===== src/rtl/pll_rst_seq_if.sv =====
// ----------------------------------------------------------------------------
// pll_rst_seq_if
//   Bundle between the PLL lock supervisor / reset sequencer and the PLL plus
//   the downstream clock domains it holds in reset.
//
//   Signals
//     pll_lock    PLL LOCK, asynchronous to the sequencer clock
//     pll_rst     PLL RST, active-high
//     ch_rst      per-channel reset, active-high, bit 0 released first
//     ready       all channels released and lock held
//     fault       lock retries exhausted, sticky until reset
//     state       sequencer FSM state (debug)
//     relock_cnt  lock-loss event counter, only present when
//                 PLL_RST_SEQ_RELOCK_CNT_EN is defined
//
//   Modports
//     master  the sequencer (drives resets/status, reads lock)
//     slave   the PLL / domain side (drives lock, reads resets/status)
//
//   Handshake: none. pll_lock is a level that may change at any time; every
//   output is a level that is valid on every clkin1 cycle.
// ----------------------------------------------------------------------------
interface pll_rst_seq_if #(
    parameter int NUM_CH = 2
);
    logic              pll_lock;
    logic              pll_rst;
    logic [NUM_CH-1:0] ch_rst;
    logic              ready;
    logic              fault;
    logic [2:0]        state;
`ifdef PLL_RST_SEQ_RELOCK_CNT_EN
    logic [7:0]        relock_cnt;

    modport master (
        input  pll_lock,
        output pll_rst, ch_rst, ready, fault, state, relock_cnt
    );
    modport slave (
        output pll_lock,
        input  pll_rst, ch_rst, ready, fault, state, relock_cnt
    );
`else
    modport master (
        input  pll_lock,
        output pll_rst, ch_rst, ready, fault, state
    );
    modport slave (
        output pll_lock,
        input  pll_rst, ch_rst, ready, fault, state
    );
`endif
endinterface


===== src/rtl/pll_rst_seq.sv =====
// ----------------------------------------------------------------------------
// pll_rst_seq
//   PLL lock supervisor and downstream reset sequencer, clocked by the PLL
//   reference clock. Pulses the PLL reset, waits for LOCK, qualifies it as
//   stable, then releases the channel resets one by one. A lock loss after
//   qualification re-resets everything; repeated lock timeouts end in a
//   sticky fault.
//
//   Ports
//     clkin1   reference clock (same net as the PLL CLKIN1)
//     rst      synchronous, active-high reset
//     io_bus   pll_rst_seq_if.master: pll_lock in; pll_rst, ch_rst, ready,
//              fault, state (and relock_cnt) out
//
//   Optional feature macro: PLL_RST_SEQ_RELOCK_CNT_EN
//     defined   -> relock_cnt[7:0] counts lock-loss exits from RELEASE/RUN,
//                  saturating at 255, cleared only by rst
//     undefined -> no relock counter
// ----------------------------------------------------------------------------
module pll_rst_seq #(
    parameter int NUM_CH           = 2,
    parameter int RST_PULSE_CYC    = 16,
    parameter int LOCK_TIMEOUT_CYC = 65536,
    parameter int LOCK_STABLE_CYC  = 1024,
    parameter int CH_GAP_CYC       = 8,
    parameter int MAX_RETRY        = 3
) (
    input  logic          clkin1,
    input  logic          rst,
    pll_rst_seq_if.master io_bus
);
    localparam int PULSE_W = $clog2(RST_PULSE_CYC + 1);
    localparam int TO_W    = $clog2(LOCK_TIMEOUT_CYC + 1);
    localparam int STB_W   = $clog2(LOCK_STABLE_CYC + 1);
    localparam int GAP_W   = $clog2(CH_GAP_CYC + 1);
    localparam int RETRY_W = (MAX_RETRY > 0) ? $clog2(MAX_RETRY + 1) : 1;

    // Counters start at 0 on state entry, so "last" is the parameter minus one.
    localparam logic [PULSE_W-1:0] PULSE_LAST = PULSE_W'(RST_PULSE_CYC - 1);
    localparam logic [TO_W-1:0]    TO_LAST    = TO_W'(LOCK_TIMEOUT_CYC - 1);
    localparam logic [STB_W-1:0]   STB_LAST   = STB_W'(LOCK_STABLE_CYC - 1);
    localparam logic [GAP_W-1:0]   GAP_LAST   = GAP_W'(CH_GAP_CYC - 1);
    localparam logic [RETRY_W-1:0] RETRY_MAX  = RETRY_W'(MAX_RETRY);

    typedef enum logic [2:0] {
        S_IDLE      = 3'd0,
        S_RST_PLL   = 3'd1,
        S_WAIT_LOCK = 3'd2,
        S_STABLE    = 3'd3,
        S_RELEASE   = 3'd4,
        S_RUN       = 3'd5,
        S_FAULT     = 3'd6
    } state_t;

    state_t              r_state;
    logic                r_lock_meta;
    logic                r_lock_s;
    logic [NUM_CH-1:0]   r_ch_rst;
    logic [PULSE_W-1:0]  r_pulse_cnt;
    logic [TO_W-1:0]     r_to_cnt;
    logic [STB_W-1:0]    r_stb_cnt;
    logic [GAP_W-1:0]    r_gap_cnt;
    logic [RETRY_W-1:0]  r_retry_cnt;

    state_t              w_state_nxt;
    logic [NUM_CH-1:0]   w_ch_rst_nxt;
    logic [PULSE_W-1:0]  w_pulse_nxt;
    logic [TO_W-1:0]     w_to_nxt;
    logic [STB_W-1:0]    w_stb_nxt;
    logic [GAP_W-1:0]    w_gap_nxt;
    logic [RETRY_W-1:0]  w_retry_nxt;

    // Next-state logic. Per-state counters default to 0 so every state is
    // entered with a cleared count; the owning state advances its own counter.
    always_comb begin
        w_state_nxt  = r_state;
        w_ch_rst_nxt = r_ch_rst;
        w_pulse_nxt  = '0;
        w_to_nxt     = '0;
        w_stb_nxt    = '0;
        w_gap_nxt    = '0;
        w_retry_nxt  = r_retry_cnt;
        case (r_state)
            S_IDLE: begin
                w_ch_rst_nxt = '1;
                w_state_nxt  = S_RST_PLL;
            end
            S_RST_PLL: begin
                w_ch_rst_nxt = '1;
                if (r_pulse_cnt == PULSE_LAST) w_state_nxt = S_WAIT_LOCK;
                else                           w_pulse_nxt = r_pulse_cnt + 1'b1;
            end
            S_WAIT_LOCK: begin
                // Lock is tested first so it beats a coincident timeout.
                if (r_lock_s) begin
                    w_state_nxt = S_STABLE;
                end else if (r_to_cnt == TO_LAST) begin
                    if (r_retry_cnt < RETRY_MAX) begin
                        w_retry_nxt = r_retry_cnt + 1'b1;
                        w_state_nxt = S_RST_PLL;
                    end else begin
                        w_state_nxt = S_FAULT;
                    end
                end else begin
                    w_to_nxt = r_to_cnt + 1'b1;
                end
            end
            S_STABLE: begin
                // A drop beats a coincident stable-count completion.
                if (!r_lock_s) begin
                    w_state_nxt = S_WAIT_LOCK;
                end else if (r_stb_cnt == STB_LAST) begin
                    w_state_nxt  = S_RELEASE;
                    w_ch_rst_nxt = {NUM_CH{1'b1}} << 1;
                end else begin
                    w_stb_nxt = r_stb_cnt + 1'b1;
                end
            end
            S_RELEASE: begin
                // Channels release LSB first by shifting zeros in from bit 0.
                if (!r_lock_s) begin
                    w_state_nxt  = S_RST_PLL;
                    w_ch_rst_nxt = '1;
                end else if (r_ch_rst == '0) begin
                    w_state_nxt = S_RUN;
                    w_retry_nxt = '0;
                end else if (r_gap_cnt == GAP_LAST) begin
                    w_ch_rst_nxt = r_ch_rst << 1;
                end else begin
                    w_gap_nxt = r_gap_cnt + 1'b1;
                end
            end
            S_RUN: begin
                if (!r_lock_s) begin
                    w_state_nxt  = S_RST_PLL;
                    w_ch_rst_nxt = '1;
                end
            end
            S_FAULT: begin
                w_ch_rst_nxt = '1;
            end
            default: begin
                w_state_nxt  = S_IDLE;
                w_ch_rst_nxt = '1;
            end
        endcase
    end

    always_ff @(posedge clkin1) begin
        if (rst) begin
            r_state     <= S_IDLE;
            r_lock_meta <= 1'b0;
            r_lock_s    <= 1'b0;
            r_ch_rst    <= '1;
            r_pulse_cnt <= '0;
            r_to_cnt    <= '0;
            r_stb_cnt   <= '0;
            r_gap_cnt   <= '0;
            r_retry_cnt <= '0;
        end else begin
            r_state     <= w_state_nxt;
            r_lock_meta <= io_bus.pll_lock;
            r_lock_s    <= r_lock_meta;
            r_ch_rst    <= w_ch_rst_nxt;
            r_pulse_cnt <= w_pulse_nxt;
            r_to_cnt    <= w_to_nxt;
            r_stb_cnt   <= w_stb_nxt;
            r_gap_cnt   <= w_gap_nxt;
            r_retry_cnt <= w_retry_nxt;
        end
    end

`ifdef PLL_RST_SEQ_RELOCK_CNT_EN
    logic [7:0] r_relock_cnt;
    logic       w_lock_loss;

    assign w_lock_loss = ((r_state == S_RELEASE) || (r_state == S_RUN)) && !r_lock_s;

    always_ff @(posedge clkin1) begin
        if (rst)                                     r_relock_cnt <= '0;
        else if (w_lock_loss && (r_relock_cnt != 8'hFF)) r_relock_cnt <= r_relock_cnt + 1'b1;
    end

    assign io_bus.relock_cnt = r_relock_cnt;
`endif

    // pll_rst is held in every state where the PLL is not expected to run.
    assign io_bus.pll_rst = !((r_state == S_WAIT_LOCK) || (r_state == S_STABLE) ||
                              (r_state == S_RELEASE)   || (r_state == S_RUN));
    assign io_bus.ch_rst  = r_ch_rst;
    assign io_bus.ready   = (r_state == S_RUN);
    assign io_bus.fault   = (r_state == S_FAULT);
    assign io_bus.state   = r_state;

endmodule

===== src/flat_wrapper.sv =====
// flat-port wrapper written by rule: the top's interface ports become plain ports
module pll_rst_seq_flat 
#(
    parameter int NUM_CH           = 2,
    parameter int RST_PULSE_CYC    = 16,
    parameter int LOCK_TIMEOUT_CYC = 65536,
    parameter int LOCK_STABLE_CYC  = 1024,
    parameter int CH_GAP_CYC       = 8,
    parameter int MAX_RETRY        = 3
)
  (clkin1, rst, io_bus_pll_lock, io_bus_pll_rst, io_bus_ch_rst, io_bus_ready, io_bus_fault, io_bus_state);
  pll_rst_seq_if #(.NUM_CH(NUM_CH)) io_bus_i ();
  input  logic clkin1;
  input  logic rst;
  input wire logic [$bits(io_bus_i.pll_lock)-1:0] io_bus_pll_lock;
  output wire logic [$bits(io_bus_i.pll_rst)-1:0] io_bus_pll_rst;
  output wire logic [$bits(io_bus_i.ch_rst)-1:0] io_bus_ch_rst;
  output wire logic [$bits(io_bus_i.ready)-1:0] io_bus_ready;
  output wire logic [$bits(io_bus_i.fault)-1:0] io_bus_fault;
  output wire logic [$bits(io_bus_i.state)-1:0] io_bus_state;
  assign io_bus_i.pll_lock = io_bus_pll_lock;
  assign io_bus_pll_rst = io_bus_i.pll_rst;
  assign io_bus_ch_rst = io_bus_i.ch_rst;
  assign io_bus_ready = io_bus_i.ready;
  assign io_bus_fault = io_bus_i.fault;
  assign io_bus_state = io_bus_i.state;
  pll_rst_seq #(.NUM_CH(NUM_CH), .RST_PULSE_CYC(RST_PULSE_CYC), .LOCK_TIMEOUT_CYC(LOCK_TIMEOUT_CYC), .LOCK_STABLE_CYC(LOCK_STABLE_CYC), .CH_GAP_CYC(CH_GAP_CYC), .MAX_RETRY(MAX_RETRY)) u_core (.clkin1(clkin1), .rst(rst), .io_bus(io_bus_i));
endmodule

===== config.mk =====
export PLATFORM = sky130hd
export DESIGN_NAME = pll_rst_seq_flat
export DESIGN_NICKNAME = d
export VERILOG_FILES = /design/src/rtl/pll_rst_seq_if.sv /design/src/rtl/pll_rst_seq.sv /design/src/flat_wrapper.sv
export SDC_FILE = /design/constraint.sdc
export NUM_CORES = 1
export LEC_CHECK = 0
export CAP_MARGIN = 20
export CORE_MARGIN = 5
export CORE_UTILIZATION = 30
export DETAILED_ROUTE_END_ITERATION = 8
export SYNTH_ARGS = -nofsm -noshare
export SYNTH_HDL_FRONTEND = slang
export SYNTH_SLANG_ARGS = --single-unit

===== constraint.sdc =====
create_clock -name clkin1 -period 2.62 [get_ports clkin1]
set_clock_uncertainty 0.2 [all_clocks]
set_input_delay 0.786 -clock clkin1 [delete_from_list [all_inputs] [get_ports clkin1]]
set_output_delay 0.786 -clock clkin1 [all_outputs]
set_load 0.01 [all_outputs]

---- Yosys cells after proc, flatten, opt, wreduce, memory -nomap -nowiden ----
Index checks and enable logic that the tools add are counted.
storage, ports and cells
  register bits ........................... 46
  bits in latches ......................... 0
  RAM bits ................................ 0
  memory bits (read-only) ................. 0
  input port bits ......................... 3
  output and inout bits ................... 8
  word-level logic and storage cells ...... 82
  memories kept ........................... 0
operators by class
  $add $sub $neg .......................... 5
  multipliers ............................. 0
  div/mod/pow operators ................... 0
  magnitude comparators ................... 1
  equality and inequality tests ........... 24
  shift operators ......................... 0
  mux-type cells .......................... 23
  bitwise operators ....................... 6
  reduce and logical (&&, ||, !) cells .... 14
operators with widths
  cell                                                   count
  two-way mux 3 bit                                      9
  two-way mux 2 bit                                      11
  one-hot mux 3 bit (7 select lines)                     1
  AND reduction 6 bit                                    3
  adder 17 x 1 -> 17 bit, second input constant          1
  == test 17 x 16 -> 1 bit, second input constant        1
  inequality test 2 x 1 -> 1 bit, second input constant  7
  inequality test 3 bit, second input constant           4
  adder 11 x 1 -> 11 bit, second input constant          1
  == test 11 x 10 -> 1 bit, second input constant        1
  == test 3 bit, second input constant                   3
  one-hot mux 2 bit (4 select lines)                     1
  OR reduction 4 bit                                     2
  == test 3 x 2 -> 1 bit, second input constant          2
  NOT 1 bit                                              6
  adder 5 x 1 -> 5 bit, second input constant            1
  == test 5 x 4 -> 1 bit, second input constant          1
  OR reduction 5 bit                                     1
  adder 4 x 1 -> 4 bit, second input constant            1
  == test 4 x 3 -> 1 bit, second input constant          1
  inequality test 2 bit, second input constant           2
  one-hot mux 2 bit (2 select lines)                     1
  == test 3 x 1 -> 1 bit, second input constant          1
  zero test 3 bit                                        1
  other kinds (8)                                        10

---- Logic depth before layout (Yosys ltp) ----
Gate-level depths: netlist (run 1).
  depth in word-level cells ............... 5
  mapped depth ............................ 10
  mapped depth without buffers ............ 9

---- Worst setup path after synthesis (run 1) ----
No wires, ideal clock.
  kind .................................... reg-to-reg
  start point ............................. register u_core.r_to_cnt[0]
  end point ............................... register u_core.r_retry_cnt[1]
  library setup time ...................... 0.132 ns
  data arrival time ....................... 1.923 ns
  required time ........................... 2.288 ns
  path slack .............................. 0.365 ns
  stages on the path, launching flop included .. 11
  buffers on the path ..................... 1
  period minus slack after synthesis ...... 2.255 ns
  cells stage by stage .................... dfxtp_1 ha_1 and3_1 clkbuf_1 nand3_1 nor3_1 ha_1 nand2b_1 o32a_1 o21ai_0 a21oi_1
on the way
  cells in the longest elaborated chain, start to end .. 3
RTL lines
  what                                      RTL line            source
  start, declared                           pll_rst_seq.sv:60   logic [TO_W-1:0] r_to_cnt;
  start signal, assigned                    pll_rst_seq.sv:166  r_to_cnt <= w_to_nxt;
  == test 17 x 16 -> 1 bit                  pll_rst_seq.sv:97   end else if (r_to_cnt == TO_LAST) begin
  inequality test 2 x 1 -> 1 bit (no line)  -
  AND reduction 6 bit (no line)             -
  end signal, assigned                      pll_rst_seq.sv:169  r_retry_cnt <= w_retry_nxt;
  end, declared                             pll_rst_seq.sv:63   logic [RETRY_W-1:0] r_retry_cnt;
Every way passes these cells.
A chain may end at the register's enable or synchronous reset.

---- Worst setup path after layout (run 1) ----
  start point ............................. register u_core.r_state[2] (netlist: u_core.io_bus.state[2])
  end point ............................... output port io_bus_fault
on the way
  cells in the longest elaborated chain, start to end .. 1
RTL lines
  what                    RTL line            source
  start, declared         pll_rst_seq.sv:55   state_t r_state;
  start signal, assigned  pll_rst_seq.sv:161  r_state <= w_state_nxt;
  == test 3 bit           pll_rst_seq.sv:192  assign io_bus.fault = (r_state == S_FAULT);
  end, declared           flat_wrapper.sv:19  output wire logic [$bits(io_bus_i.fault)-1:0] io_bus_fault;
Every way passes these cells.

==> results_dict.tcl, run 1 <==
set metrics [dict create \
    status "completed" \
    ant_nets 0 \
    synthArstFlopShare_pct 0 \
    post_cts_buffers 0 \
    ys_seq_area_share_pct 43.5 \
    syn_nets 251 \
    switching_share_pct 27.4 \
    yosysWarningCount 0 \
    grt_max_degree 18 \
    first_global_vias 1458 \
    start_kind "flop" \
    drive_gt1_share_pct 8.63 \
    slew_headroom_pct 63.3 \
    yosysTopAreaCell "dfxtp_1" \
    first_pass_iters 3 \
    cts_buffers 5 \
    insertion_delay_ns 0.30 \
    power_frac_comb_pct 19.5 \
    end_kind "output port" \
    holdBufCountCts 0 \
    die_area_mm2 0.00884 \
    synth_cells 240 \
    p_clk_share_pct 30.0 \
    p_leak_nw 0.798 \
    synth_top_family_by_area "simple AND/OR/NAND/NOR gates" \
    cp_max_fo 9 \
    rsz0062_at_grt "no" \
    synth_seq_cells 46 \
    maxCapViolations 0 \
    ir_drop_mv 0.234 \
    fin_util_pct 35.6 \
    multiInputGateArea_mm2 0.00111 \
    synth_compound_area_share_pct 8.22 \
    max_stage_delay_ns 0.53 \
    crit_required_ns 1.63 \
    dpl_cell_area_mm2 0.00233 \
    grtUsageTotal_pct 9.13 \
    htree_levels 2 \
    core_area_mm2 0.00683 \
    vias_per_cell 4.51 \
    max-clock-path-buffers 2 \
    wl_um 3710 \
    tightest_slew_ns 0.550 \
    clock_sinks 46 \
    grt_remaining_overflow 0 \
    switching_power_w 0.000405 \
    dp_hpwl_um 2650 \
    p_per_area_mw_per_mm2 608 \
    p_seq_share_pct 50.5 \
    ys.flop_type "dfxtp_1" \
    finalCritPeriodShare_pct 95.8 \
    diodes 0 \
    start_util_pct 31.0 \
    avgSynthCellArea_um2 8.82 \
    period_needed_ns 2.51 \
    drv_slew 0 \
    die_x_um 94.0 \
    num_vias 1583 \
    wl_per_cell_um 10.6 \
    synth.distinct_cells 43 \
    finalSetupViolCount 0 \
    critPathArrivalTime_ns 1.52 \
    muxShareOfSynthArea_pct 2.42 \
    synth-xor-area-share_pct 8.69 \
    layout_commonest_cell "dfxtp_1" \
    cp_cell_sequence "buf_4, and3_1, clkdlybuf4s50_1" \
    drt-initial-drc-count 70 \
    final-hold-violation-count 0 \
    io_buffers 10 \
    die_y_um 94.0 \
    cts_tree "built" \
    fin_area_mm2 0.00243 \
    max_freq_mhz 399 \
    drc 0 \
    synth-simple-area-share_pct 28.4 \
    syn_area_mm2 0.00212 \
    seq_area_um2 925 \
    final_nets 265 \
    cts-root-buf "clkbuf_8" \
    hold_class "reg2reg" \
    gp_congestion 0.758 \
    synth_area_leaders "dfxtp_1, nor2_1, xnor2_1" \
    synth_adder_area_share_pct 4.73 \
    tns_ns 0 \
    io_pins 11 \
    grt_pass1_wl_um 6450 \
    crit_slowest_cell "clkdlybuf4s50_1" \
    post_cts_resized 1 \
    antenna_found_initial 0 \
    areaGrowthSynthToFinish_pct 14.8 \
    path_clk_slew_ns 0.09 \
    rows 30 \
    criticalPathCategory "reg2out" \
    fillCellCount 729 \
    synth_top_cell_area_share_pct 43.5 \
    layout_common_cells "dfxtp_1, nor2_1, nand2_1" \
    synth_edf_count 0 \
    p_int_w 0.00107 \
]
## through the flow
stage                     hold WS (ns)  worst slack (ns)  std cells  total power [W]
after floorplan                  0.214             0.365        240         0.000956
after global placement           0.223             0.177        343          0.00105
after detailed placement         0.233             0.146        343          0.00105
after CTS                        0.241           0.00703        351          0.00151
after global routing             0.273            0.0329        351          0.00156
final                            0.232             0.111        351          0.00148
## worst max-delay path: cells and delay by family, from the launching register on
kind,cells,cell delay [ns]
simple gates,1,0.15
buf+inv,2,0.68
flops,1,0.39
## cells in the mapped netlist, drive strengths merged (2+ instances only)
cell type / n
xor2: 8
or4: 2
nor2: 43
clkbuf: 4
nor2b: 5
nand4: 6
xnor2: 13
nor4: 4
o21ai: 8
ha: 8
nor3: 3
inv: 9
or3: 7
nand2b: 5
nand2: 15
buf: 5
dfxtp: 46
nand3: 10
a21oi: 7
o31ai: 3
mux2i: 4
or2b: 3
o311ai: 2
and3: 5
## metal layers
layer  part of all wire (%)  GRT usage [%]  routed length, um  vias up
met2                     45           14.2               1670       10
met4                    2.3           5.29                 85        0
li1                       -              -                  -      849
met3                    2.1           2.48                 79        7
met5                      0              0                  0        -
met1                     50           11.3               1870      717
## logic make-up (layout without fill, tap and decap cells)
kind of cell | Yosys count | after routing
fa+ha+maj | 8 | 8
buf+inv | 18 | 33
compound gates | 26 | 26
xor+xnor | 21 | 21
simple gates | 116 | 116
mux | 5 | 5
flops | 46 | 46
## sequential cells by signal, summed over array words and instances, names as in the netlist
signal / flops
u_core.r_to_cnt: 17
u_core.r_stb_cnt: 11
u_core.r_pulse_cnt: 5
u_core.r_gap_cnt: 4
u_core.io_bus.state: 3
u_core.io_bus.ch_rst: 2
u_core.r_retry_cnt: 2
u_core.r_lock_meta: 1
u_core.r_lock_s: 1
## final cells by class
| class | count | share of cell area (%) |
|---|---|---|
| multi-input cells | 176 | 45.7 |
| flip-flops and latches | 46 | 38.0 |
| repair buffers | 16 | 6.07 |
| well taps | 96 | 4.94 |
| clock buffers | 6 | 3.40 |
| inverters | 9 | 1.39 |
| clock inverters | 2 | 0.515 |
## power by group through the flow
stage	Sequential, W	Combinational, W	Clock, W
2_1_floorplan	0.000769	0.000187	0
3_3_place_gp	0.000763	0.000292	0
3_5_place_dp	0.000763	0.000289	0
4_1_cts	0.000747	0.000290	0.000471
5_1_grt	0.000751	0.000313	0.000494
6_report	0.000746	0.000289	0.000444
## final timing paths
check / cells past startpoint / endpoint / slack [ns] / from
setup / recovery: 3 / io_bus_fault / 0.11 / u_core.io_bus.state[2]
hold / removal: 1 / u_core.r_lock_s / 0.23 / u_core.r_lock_meta
setup reg to reg: 9 / u_core.io_bus.state[0] / 0.25 / u_core.r_to_cnt[0]
hold reg to reg: 1 / u_core.r_lock_s / 0.23 / u_core.r_lock_meta
(Power assumes the default switching activity.)
==> run 2, diff against run 1 <==
--- a/config.mk
+++ b/config.mk
@@ -13,2 +13,3 @@
 export SYNTH_HDL_FRONTEND = slang
 export SYNTH_SLANG_ARGS = --single-unit
+export TNS_END_PERCENT = 5
==> constraint.sdc (replaced) <==
create_clock -name clkin1 -period 2.62 [get_ports clkin1]
set_clock_uncertainty 0.2 [all_clocks]
set_input_delay 0.262 -clock clkin1 [delete_from_list [all_inputs] [get_ports clkin1]]
set_output_delay 0.262 -clock clkin1 [all_outputs]
set_load 0.01 [all_outputs]
==> run 2 against run 1 <==
Worst setup slack improved by 0.13 ns. Count of clock-buffer cells in the layout stayed put. Hold slack better by 0.0084 ns. Sequential power grew 4.4%. Critical endpoint is now u_core.r_to_cnt[15].
==> results_dict.tcl, run 2 (synthesized netlist as in run 1, its figures left out) <==
set metrics [dict create \
    grtUsageTotal_pct 9.21 \
    first_global_vias 1513 \
    drv_slew 0 \
    cts_buffers 5 \
    layout_commonest_cell "dfxtp_1" \
    worstRegToRegCells 7 \
    max_stage_delay_ns 0.63 \
    antenna_found_initial 0 \
    areaGrowthSynthToFinish_pct 12.2 \
    setup_ws_ns 0.240 \
    rows 30 \
    finalCritPeriodShare_pct 90.8 \
    diodes 0 \
    slew_headroom_pct 62.4 \
    holdBufCountCts 0 \
    p_seq_share_pct 54.5 \
    core_area_mm2 0.00683 \
    path_clk_slew_ns 0.07 \
    htree_levels 2 \
    ant_nets 0 \
    post_cts_buffers 0 \
    tightest_slew_ns 0.564 \
    p_per_area_mw_per_mm2 602 \
    start_util_pct 31.0 \
    cp.depth 7 \
    max-clock-path-buffers 2 \
    cp_cell_sequence "ha_1, and3_1, nand3_1, nor3_1, ha_1, or3_1, a21oi_1" \
    fillCellCount 752 \
    wl_per_cell_um 10.7 \
    first_pass_iters 4 \
    num_vias 1590 \
    criticalPathCategory "reg2reg" \
    drt-initial-drc-count 66 \
    clock_sinks 46 \
    worst_r2r_endpoint "u_core.r_to_cnt[15]" \
    p_int_w 0.00105 \
    wl_um 3670 \
    worst_hold_slack_ns 0.241 \
    cp-startpoint "u_core.r_to_cnt[0]" \
    grt_max_degree 18 \
    io_pins 11 \
    die_y_um 94.0 \
    final-hold-violation-count 0 \
    start_kind "flop" \
    status "completed" \
    critPathCapture "u_core.r_to_cnt[15]" \
    io_buffers 10 \
    p_clk_share_pct 29.1 \
    p_leak_nw 0.749 \
    period_needed_ns 2.38 \
    die_x_um 94.0 \
    largest_reg_flops 17 \
    gp_congestion 0.777 \
    seq_area_um2 921 \
    dp_slack_ns 0.234 \
    grt_pass1_wl_um 6590 \
    r2r_setup_slack_ns 0.24 \
    die_area_mm2 0.00884 \
    critPathTopFamily "simple AND/OR/NAND/NOR gates" \
    vias_per_cell 4.62 \
    crit_required_ns 2.63 \
    dp_hpwl_um 2670 \
    critPathArrivalTime_ns 2.39 \
    crit_top_cell "ha_1" \
    worstReg2RegStart "u_core.r_to_cnt[0]" \
    cp_max_fo 17 \
    insertion_delay_ns 0.29 \
    layout_common_cells "dfxtp_1, nor2_1, nand2_1" \
    crit_slowest_cell "or3_1" \
    drive_gt1_share_pct 5.65 \
    drc 0 \
    finalSetupViolCount 0 \
    tns_ns 0 \
    end_kind "flop" \
    largest_register "u_core.r_to_cnt" \
    grt_remaining_overflow 0 \
    cts-root-buf "clkbuf_8" \
    switching_share_pct 26.7 \
    post_cts_resized 0 \
    multiInputGateArea_mm2 0.00111 \
    cts_tree "built" \
    dpl_cell_area_mm2 0.00229 \
    maxCapViolations 0 \
    path_buf_inv 0 \
    ir_drop_mv 0.288 \
    power_frac_comb_pct 16.4 \
    final_nets 260 \
    rsz0062_at_grt "no" \
    largest_registers "u_core.r_to_cnt (17), u_core.r_stb_cnt (11), u_core.r_pulse_cnt (5)" \
    max_freq_mhz 420 \
    switching_power_w 0.000382 \
    fin_area_mm2 0.00237 \
    hold_class "reg2reg" \
]
-- run 2: routing by layer --
metal  global-route usage (%)  wire (um)  vias to the layer above
met3                     1.68         94                        6
met5                        0          0                        -
li1                         -          -                      841
met1                     11.2       1810                      729
met2                     15.2       1680                       14
met4                     5.05         79                        0
-- run 2: through the flow --
stage / utilization (%) / power [W] / instances
2_1_floorplan: - / 0.000956 / 240
3_3_place_gp: 33.6 / 0.00103 / 338
3_5_place_dp: 33.6 / 0.00103 / 338
4_1_cts: 34.8 / 0.00146 / 344
5_1_grt: 34.8 / 0.00151 / 344
6_report: 34.8 / 0.00143 / 344
-- run 2: worst min-delay path by stage --
stage                                  start            endpoint  depth (start not counted)
final                     u_core.r_lock_meta     u_core.r_lock_s                          1
after global routing      u_core.r_lock_meta     u_core.r_lock_s                          1
after CTS                 u_core.r_lock_meta     u_core.r_lock_s                          1
after detailed placement  u_core.r_lock_meta     u_core.r_lock_s                          1
after global placement    u_core.r_lock_meta     u_core.r_lock_s                          1
after floorplan              io_bus_pll_lock  u_core.r_lock_meta                          1
-- run 2: layout make-up --
type	count	share of cell area, %
tap	96	5.06
multi-input combinational	176	46.7
sequential	46	38.8
timing repair buffer	11	4.53
inverter	9	1.42
clock buffer	6	3.48
-- run 2: worst reg2reg max path: stages (launching register included) --
cell and delay (ns):
dfxtp_1 0.34, ha_1 0.22, and3_1 0.24, nand3_1 0.17, nor3_1 0.07, ha_1 0.23
or3_1 0.63, a21oi_1 0.22
-- run 2: power groups by stage --
stage,clock network [W],logic (W),registers [W]
final,0.000416,0.000234,0.000779
after global routing,0.000460,0.000262,0.000790
after CTS,0.000440,0.000238,0.000781
after floorplan,0,0.000187,0.000769
after global placement,0,0.000233,0.000797
after detailed placement,0,0.000237,0.000798
